File: src/rtl/mul_div_unit.sv
`default_nettype none
// ============================================================================
//  Module   : mul_div_unit
//  Purpose  : Iterative 16-bit multiply (shift-add, low half) / unsigned
//             restoring divide for the LC-3 datapath. Start/Done handshake,
//             fixed 16 iterations per operation.
//  Revision : 1.0 - initial release
// ============================================================================
module mul_div_unit (
    input  logic        Clk,
    input  logic        Reset,
    input  logic        Start,
    input  logic        Op_Div,
    input  logic [15:0] A_In,
    input  logic [15:0] B_In,
    output logic        Busy,
    output logic        Done,
    output logic [15:0] Result,
    output logic [15:0] Remainder,
    output logic        DivZero
);

    typedef enum logic [1:0] {
        S_IDLE = 2'd0,
        S_RUN  = 2'd1,
        S_DONE = 2'd2
    } state_t;

    localparam logic [3:0] c_LAST_ITER = 4'd15;

    state_t      r_state;
    state_t      w_state_next;

    logic [15:0] r_a;        // latched multiplicand / dividend
    logic [15:0] r_b;        // latched multiplier / divisor
    logic        r_op_div;   // latched operation select
    logic [3:0]  r_cnt;      // iteration index 0..15
    logic [15:0] r_acc;      // product accumulator or quotient shift register
    logic [15:0] r_rem;      // partial remainder (always < divisor between steps)
    logic        r_div_zero;

    logic [15:0] w_addend;
    logic [16:0] w_part;
    logic [16:0] w_diff;
    logic        w_ge;
    logic [15:0] w_rem_next;
    logic        w_unused;

    // Multiply step: shifted multiplicand for this iteration.
    assign w_addend = r_a << r_cnt;

    // Divide step: bring next dividend bit (MSB first) into a 17-bit partial
    // remainder. Since the stored remainder is below the divisor, the
    // post-subtract value always fits back in 16 bits.
    assign w_part     = {r_rem, r_a[c_LAST_ITER - r_cnt]};
    assign w_diff     = w_part - {1'b0, r_b};
    assign w_ge       = (w_part >= {1'b0, r_b});
    assign w_rem_next = w_ge ? w_diff[15:0] : w_part[15:0];
    assign w_unused   = &{1'b0, w_diff[16]};

    // State register.
    always_ff @(posedge Clk) begin
        if (Reset) begin
            r_state <= S_IDLE;
        end else begin
            r_state <= w_state_next;
        end
    end

    // Next-state and handshake outputs.
    always_comb begin
        w_state_next = r_state;
        Busy         = 1'b0;
        Done         = 1'b0;
        case (r_state)
            S_IDLE: begin
                if (Start) begin
                    w_state_next = S_RUN;
                end
            end
            S_RUN: begin
                Busy = 1'b1;
                if (r_cnt == c_LAST_ITER) begin
                    w_state_next = S_DONE;
                end
            end
            S_DONE: begin
                Busy         = 1'b1;
                Done         = 1'b1;
                w_state_next = S_IDLE;
            end
            default: begin
                w_state_next = S_IDLE;
            end
        endcase
    end

    // Operand latch and per-iteration datapath.
    always_ff @(posedge Clk) begin
        if (Reset) begin
            r_a        <= 16'h0000;
            r_b        <= 16'h0000;
            r_op_div   <= 1'b0;
            r_cnt      <= 4'd0;
            r_acc      <= 16'h0000;
            r_rem      <= 16'h0000;
            r_div_zero <= 1'b0;
        end else begin
            case (r_state)
                S_IDLE: begin
                    if (Start) begin
                        r_a        <= A_In;
                        r_b        <= B_In;
                        r_op_div   <= Op_Div;
                        r_cnt      <= 4'd0;
                        r_acc      <= 16'h0000;
                        r_rem      <= 16'h0000;
                        r_div_zero <= 1'b0;
                    end
                end
                S_RUN: begin
                    r_cnt <= r_cnt + 4'd1;
                    if (r_op_div) begin
                        r_acc <= {r_acc[14:0], w_ge};
                        r_rem <= w_rem_next;
                        if ((r_cnt == c_LAST_ITER) && (r_b == 16'h0000)) begin
                            r_div_zero <= 1'b1;
                        end
                    end else if (r_b[r_cnt]) begin
                        r_acc <= r_acc + w_addend;
                    end
                end
                default: begin
                    // DONE: hold results until the next accepted Start.
                end
            endcase
        end
    end

    assign Result    = r_acc;
    assign Remainder = r_rem;
    assign DivZero   = r_div_zero;

endmodule
`default_nettype wire
File: config.mk
export PLATFORM = sky130hd
export DESIGN_NAME = mul_div_unit
export DESIGN_NICKNAME = d
export VERILOG_FILES = /design/src/rtl/mul_div_unit.sv
export SDC_FILE = /design/constraint.sdc
export NUM_CORES = 1
export LEC_CHECK = 0
export CAP_MARGIN = 40
export CORE_MARGIN = 2
export CORE_UTILIZATION = 50
export CTS_BUF_LIST = sky130_fd_sc_hd__clkbuf_8
export DETAILED_ROUTE_END_ITERATION = 10
export PLACE_DENSITY = 0.84
export SLEW_MARGIN = 20
export SYNTH_ARGS = -nofsm -noshare
export SYNTH_HDL_FRONTEND = slang
export SYNTH_SLANG_ARGS = --single-unit
File: constraint.sdc
create_clock -name Clk -period 10.4 [get_ports Clk]
set_input_delay 1.04 -clock Clk [delete_from_list [all_inputs] [get_ports Clk]]
set_output_delay 1.04 -clock Clk [all_outputs]
set_load 0.05 [all_outputs]
[Yosys cells after proc, flatten, opt, wreduce, memory -nomap -nowiden]
Cells that the tools add are included.
Operators by class
  reductions and logical operators: 11
  mux-type cells: 22
  magnitude comparators: 3
  add/sub/neg operators: 4
  eq/ne operators: 8
  shifts and indexed selects: 1
Operators with widths (number)
  $mux 16: 5
  $pmux 16 s2: 2
  $ge 17x16->1: 1
  $add 16x16->16: 1
  $logic_not 16->1: 1
  $shl 16x4->16: 1
  $sub 16x16->16: 1
  $lt 4x5->1 const B: 2
  $bmux 1 s4: 2
  $ne 2x2->1 const B: 4
  $pmux 4 s2: 1
  $mux 1: 7
  $reduce_and 2->1: 3
  $reduce_and 3->1: 2
  $add 4x1->4 const B: 1
  $eq 4x4->1 const B: 1
  $mux 2: 2
  $mux 4: 1
  $pmux 2 s2: 1
  $reduce_and 4->1: 1
  $sub 4x4->4 const A: 1
  $ne 3x3->1 const B: 1
  $eq 2x1->1 const B: 1
  $eq 2x2->1 const B: 1
  other kinds (5): 5
Storage, ports and cells
  output and inout port bits: 35
  logic and storage cells: 57
  register bits after elaboration: 72
  input port bits: 36

[Longest topological paths before layout]
  word-level depth: 7
  gate-level depth with buffers: 16
  mapped depth without buffers: 13

[Worst setup path after synthesis]
Ideal clock, no wire load.
  path type: flip-flop to flip-flop
  from: register r_cnt[1]
  to: register r_acc[12] (netlist: Result[12])
  clock period less this slack: 3.567 ns
  path slack: 6.833 ns
  setup time: 0.134 ns
  path buffers: 3
  required time: 10.266 ns
  cell stages (with the launch flop): 16
  arrival: 3.433 ns
  path through: dfxtp_1 > buf_2 > buf_1 > clkbuf_1 > nor2_1 > nand2_1 > nor3_1 > ha_1 > fa_1 > a211oi_1 > nor4_1 > o31a_1 > o21a_1 > o21ai_0 > mux2i_1 > a211oi_2
On the way
  word-level cells in the longest chain between the ends: 5
  elaborated cells on any way between the ends: 9
  those cells by class: add/sub (1); eq/ne (1); shift (1); mux (5); reduce/logical (1)
Ends and longest elaborated chain
  start, declared: RTL line 37  | logic [3:0] r_cnt;
  start signal, assigned: RTL line 122  | r_cnt <= r_cnt + 4'd1;
  $shl 16x4->16: RTL line 50  | assign w_addend = r_a << r_cnt;
  $add 16x16->16: RTL line 130  | r_acc <= r_acc + w_addend;
  $mux 16: RTL line 129  | end else if (r_b[r_cnt]) begin
  $mux 16: RTL line 123  | if (r_op_div) begin
  $pmux 16 s2: RTL line 109  | case (r_state)
  end signal, assigned: RTL line 124  | r_acc <= {r_acc[14:0], w_ge};
  end signal, assigned: RTL line 130
  end, declared: RTL line 38  | logic [15:0] r_acc;
Parallel ways exist; a longest one is shown, timed or not. The select of a mux whose other input is x is not followed.
A chain may end at the register's enable or synchronous reset.

[Worst setup path after layout]
  from: register r_cnt[1]
  to: register r_rem[1] (netlist: Remainder[1])
On the way
  word-level cells in the longest chain between the ends: 7
  elaborated cells on any way between the ends: 8
  those cells by class: add/sub (2); order compare (1); mux (5)
Ends and longest elaborated chain
  $sub 4x4->4 (*): RTL line 55  | assign w_part = {r_rem, r_a[c_LAST_ITER - r_cnt]};
  $bmux 1 s4 (*): RTL line 55
  $mux 1 (implied by the code) (*): RTL line 55
  $sub 16x16->16 or $ge 17x16->1 (tied branches): RTL line 56, 57
  $mux 16 (*): RTL line 58  | assign w_rem_next = w_ge ? w_diff[15:0] : w_part[15:0];
  $mux 16 (*): RTL line 123
  $pmux 16 s2 (*): RTL line 109
  end signal, assigned: RTL line 125  | r_rem <= w_rem_next;
  end, declared: RTL line 39  | logic [15:0] r_rem;
Mark *: on every way between the ends. The rest lies on a longest branch, timed or not. The select of a mux whose other input is x is not followed.

==> out/results.tsv <==
stage	metric	value	unit
placement	numPortBuffers	70	
sta	finalCritPeriodShare	0.4242	
synth	synth_compound_area_frac	0.2237	
finish	drive_above_1_share	0.08672	
synth	ys_types	63	
grt	grt_pass1_vias	4811	
cts	clock_sinks	72	
sta	setup_viol_count_final	0	
grt	grt_max_degree	62	
cts	cts_hold_buf	0	
finish	layout_common_cells	nand2_1, a21oi_1, dfxtp_1	
sta	hold_viol	0	
synth	ys_seq_elements	72	
floorplanning	die_h	107.7	um
finish	final_common_cell	nand2_1	
grt	globalRouteMet2Util	0.3872	
cts	cts_resized	0	
pwr	power.internal	516.9	uW
floorplanning	core-area	10370	um2
flow_run	max_cap_viol_count	0	
synth	synth_top_family_by_area	simple AND/OR/NAND/NOR gates	
grt	busiest_layer	met2	
synth	synthMuxAreaShare	0.1049	
drt	drtPass1Iterations	5	
pwr	combPwrFrac	0.283	
synth	yosys.area_share.adder	0.08884	
finish	antenna_cells	0	
sta	rsz0062_at_grt	no	
setup_path	cp_max_fo	19	
setup_path	cp.required	10.65	ns
setup_path	startpoint_type	flop	
grt	grt_overflow	0	
drt	drt_iter0_markers	451	
synth	syn_nets	759	
grt	grt_util_all_layers	0.2507	
drt	drc	0	
floorplanning	die_area	11610	um2
cts	clk_latency	0.37	ns
drt	ant_nets	0	
synth	synthSimpleGateAreaFrac	0.2293	
placement	post-place-ws	6.068	ns
synth	synth-async-reset-ratio	0	
synth	ys.flop_type	dfxtp_1	
pwr	switching_share	0.3412	
cts	clk_pin_slew	0.09	ns
sta	max_freq	0.2267	GHz
cts	clock_path_buffers	2	
setup_path	critical_path.endpoint_type	flop	
sta	worst_pin_slew	0.8145	ns
floorplanning	die_w	107.7	um
finish	syn_to_final_growth	18.86	%
sta	fin_skew	0.01093	ns
cts	root_buffer	clkbuf_8	
floorplanning	boundaryPins	71	
pwr	power.density	122.7	nW/um2
worst_hold_path	hp-class	reg2reg	
synth	yosys.area_share.xor_xnor	0.03093	
synth	synth_area_per_cell	7.843	um2
drt	routed_wl	14.28	mm
grt	gr-usage-met1	0.3464	
sta	fin_ws	5.988	ns
finish	nFillCells	913	
cts	htree_levels	3	
floorplanning	fp-row-count	37	
floorplanning	initial_utilization	0.5188	
pwr	pwr-share-clk	0.330	
grt	gr-usage-met3	0.04722	
grt	grt_pass1_wl	23.30	mm
placement	place_hpwl	10.63	mm
synth	post_synth_instance_area	5380	um2
grt	grt_antenna_before_repair	0	
pwr	seqPwrFrac	0.387	
sta	drv_slew	0	
sta	min_period	4.412	ns
setup_path	arrival	4.66	ns
drt	wire_per_inst	16.34	um
synth	synthCells	686	
cts	cts_tree	done	
drt	via_count	5295	
synth	yosysSeqAreaShare	0.2679	
placement	routabilityCongestion	0.9443	
pwr	vdd_drop_max	0.06048	mV
outcome	status	complete, no violations	
pwr	power_switching	267.7	uW
cts	postCtsSetupRepairBufs	0	
synth	synth_edf_count	0	
setup_path	crit_type	reg2reg	
finish	nets	806	
synth	ys.warnings.count	0	
drt	avgViaCountPerCell	6.058	
sta	setup_tns	0	ns
cts	cts-buffers-inserted	9	
pwr	power_leakage	2.507	nW
sta	max-slew-margin-rel	0.4562	
==> cell families (layout without fill, tap and decap cells) <==
logic type	after synthesis	in the layout
mux	36	36
compound gates	188	188
xor+xnor	19	19
buf+inv	68	120
simple gates	266	266
fa+ha+maj	37	37
flops	72	72
==> cell type report <==
class	instances	area [um2]	area share
inverter	23	86.33	0.01350
timing repair buffer	81	820.8	0.1284
tap	136	170.2	0.02661
sequential	72	1441	0.2254
clock inverter	7	101.3	0.01585
clock buffer	9	123.9	0.01937
multi-input combinational	546	3651	0.5709
==> per-stage QoR <==
| stage | hold WS [ns] | instances | instance area [um2] | power (mW) | utilization |
|---|---|---|---|---|---|
| 2_1_floorplan | 0.4334 | 686 | 5380 | 0.4663 | - |
| 3_3_place_gp | 0.4537 | 851 | 6075 | 0.5130 | 0.5858 |
| 3_5_place_dp | 0.4604 | 857 | 6162 | 0.5263 | 0.5942 |
| 4_1_cts | 0.4731 | 873 | 6387 | 0.7834 | 0.6160 |
| 5_1_grt | 0.5127 | 874 | 6395 | 0.8221 | 0.6167 |
| 6_report | 0.4654 | 874 | 6395 | 0.7847 | 0.6167 |
==> power by group through the flow <==
stage	combinational (mW)	clock [mW]	sequential, mW
2_1_floorplan	0.153	0	0.314
3_3_place_gp	0.203	0	0.310
3_5_place_dp	0.216	0	0.310
4_1_cts	0.218	0.262	0.303
5_1_grt	0.242	0.275	0.306
6_report	0.222	0.259	0.304
==> flip-flops by register name, indices dropped and copies added (netlist names) <==
| register | cells |
|---|---|
| r_op_div | 1 |
| DivZero | 1 |
| r_a | 16 |
| r_state | 2 |
| Result | 16 |
| Remainder | 16 |
| r_cnt | 4 |
| r_b | 16 |
==> metal layers <==
layer  vias to the layer above  wire, um
met4                         0       312
met1                      2458      6377
li1                       2562         -
met5                         -         0
met2                       242      6530
met3                        33      1063
==> worst paths after layout <==
| kind | from | end | slack [ns] | depth (start not counted) |
|---|---|---|---|---|
| worst min register to register | r_a[15] | r_a[15] | 0.47 | 2 |
| worst max register to register | r_cnt[1] | Remainder[1] | 5.99 | 13 |
| worst min-delay path | r_a[15] | r_a[15] | 0.47 | 2 |
| worst max-delay path | r_cnt[1] | Remainder[1] | 5.99 | 13 |
==> worst max-delay path: stages, from the launching register on <==
cell and delay (ns):
dfxtp_1 0.63, buf_4 0.35, mux4_2 0.54, mux2i_1 0.21, nand2_1 0.08, o21ai_1 0.24, ha_1 0.27, nor2b_1 0.07
o31a_1 0.27, o41a_1 0.39, a21boi_1 0.28, o21a_1 0.57, nand2_1 0.12, a32o_1 0.27
==> cells in the mapped netlist, drive strengths merged, types with 11 or more instances <==
| master | count | area share |
|---|---|---|
| mux4 | 15 | 0.065 |
| inv | 22 | 0.015 |
| nor2 | 39 | 0.028 |
| mux2i | 17 | 0.032 |
| a21oi | 82 | 0.081 |
| nor3 | 14 | 0.013 |
| ha | 35 | 0.081 |
| a211oi | 12 | 0.019 |
| o21ai | 29 | 0.027 |
| buf | 12 | 0.015 |
| nand3 | 42 | 0.039 |
| nand2 | 118 | 0.086 |
| dfxtp | 72 | 0.27 |
| a21o | 12 | 0.017 |
| clkbuf | 33 | 0.023 |
| xnor2 | 11 | 0.018 |
(Power assumes the default switching activity.)
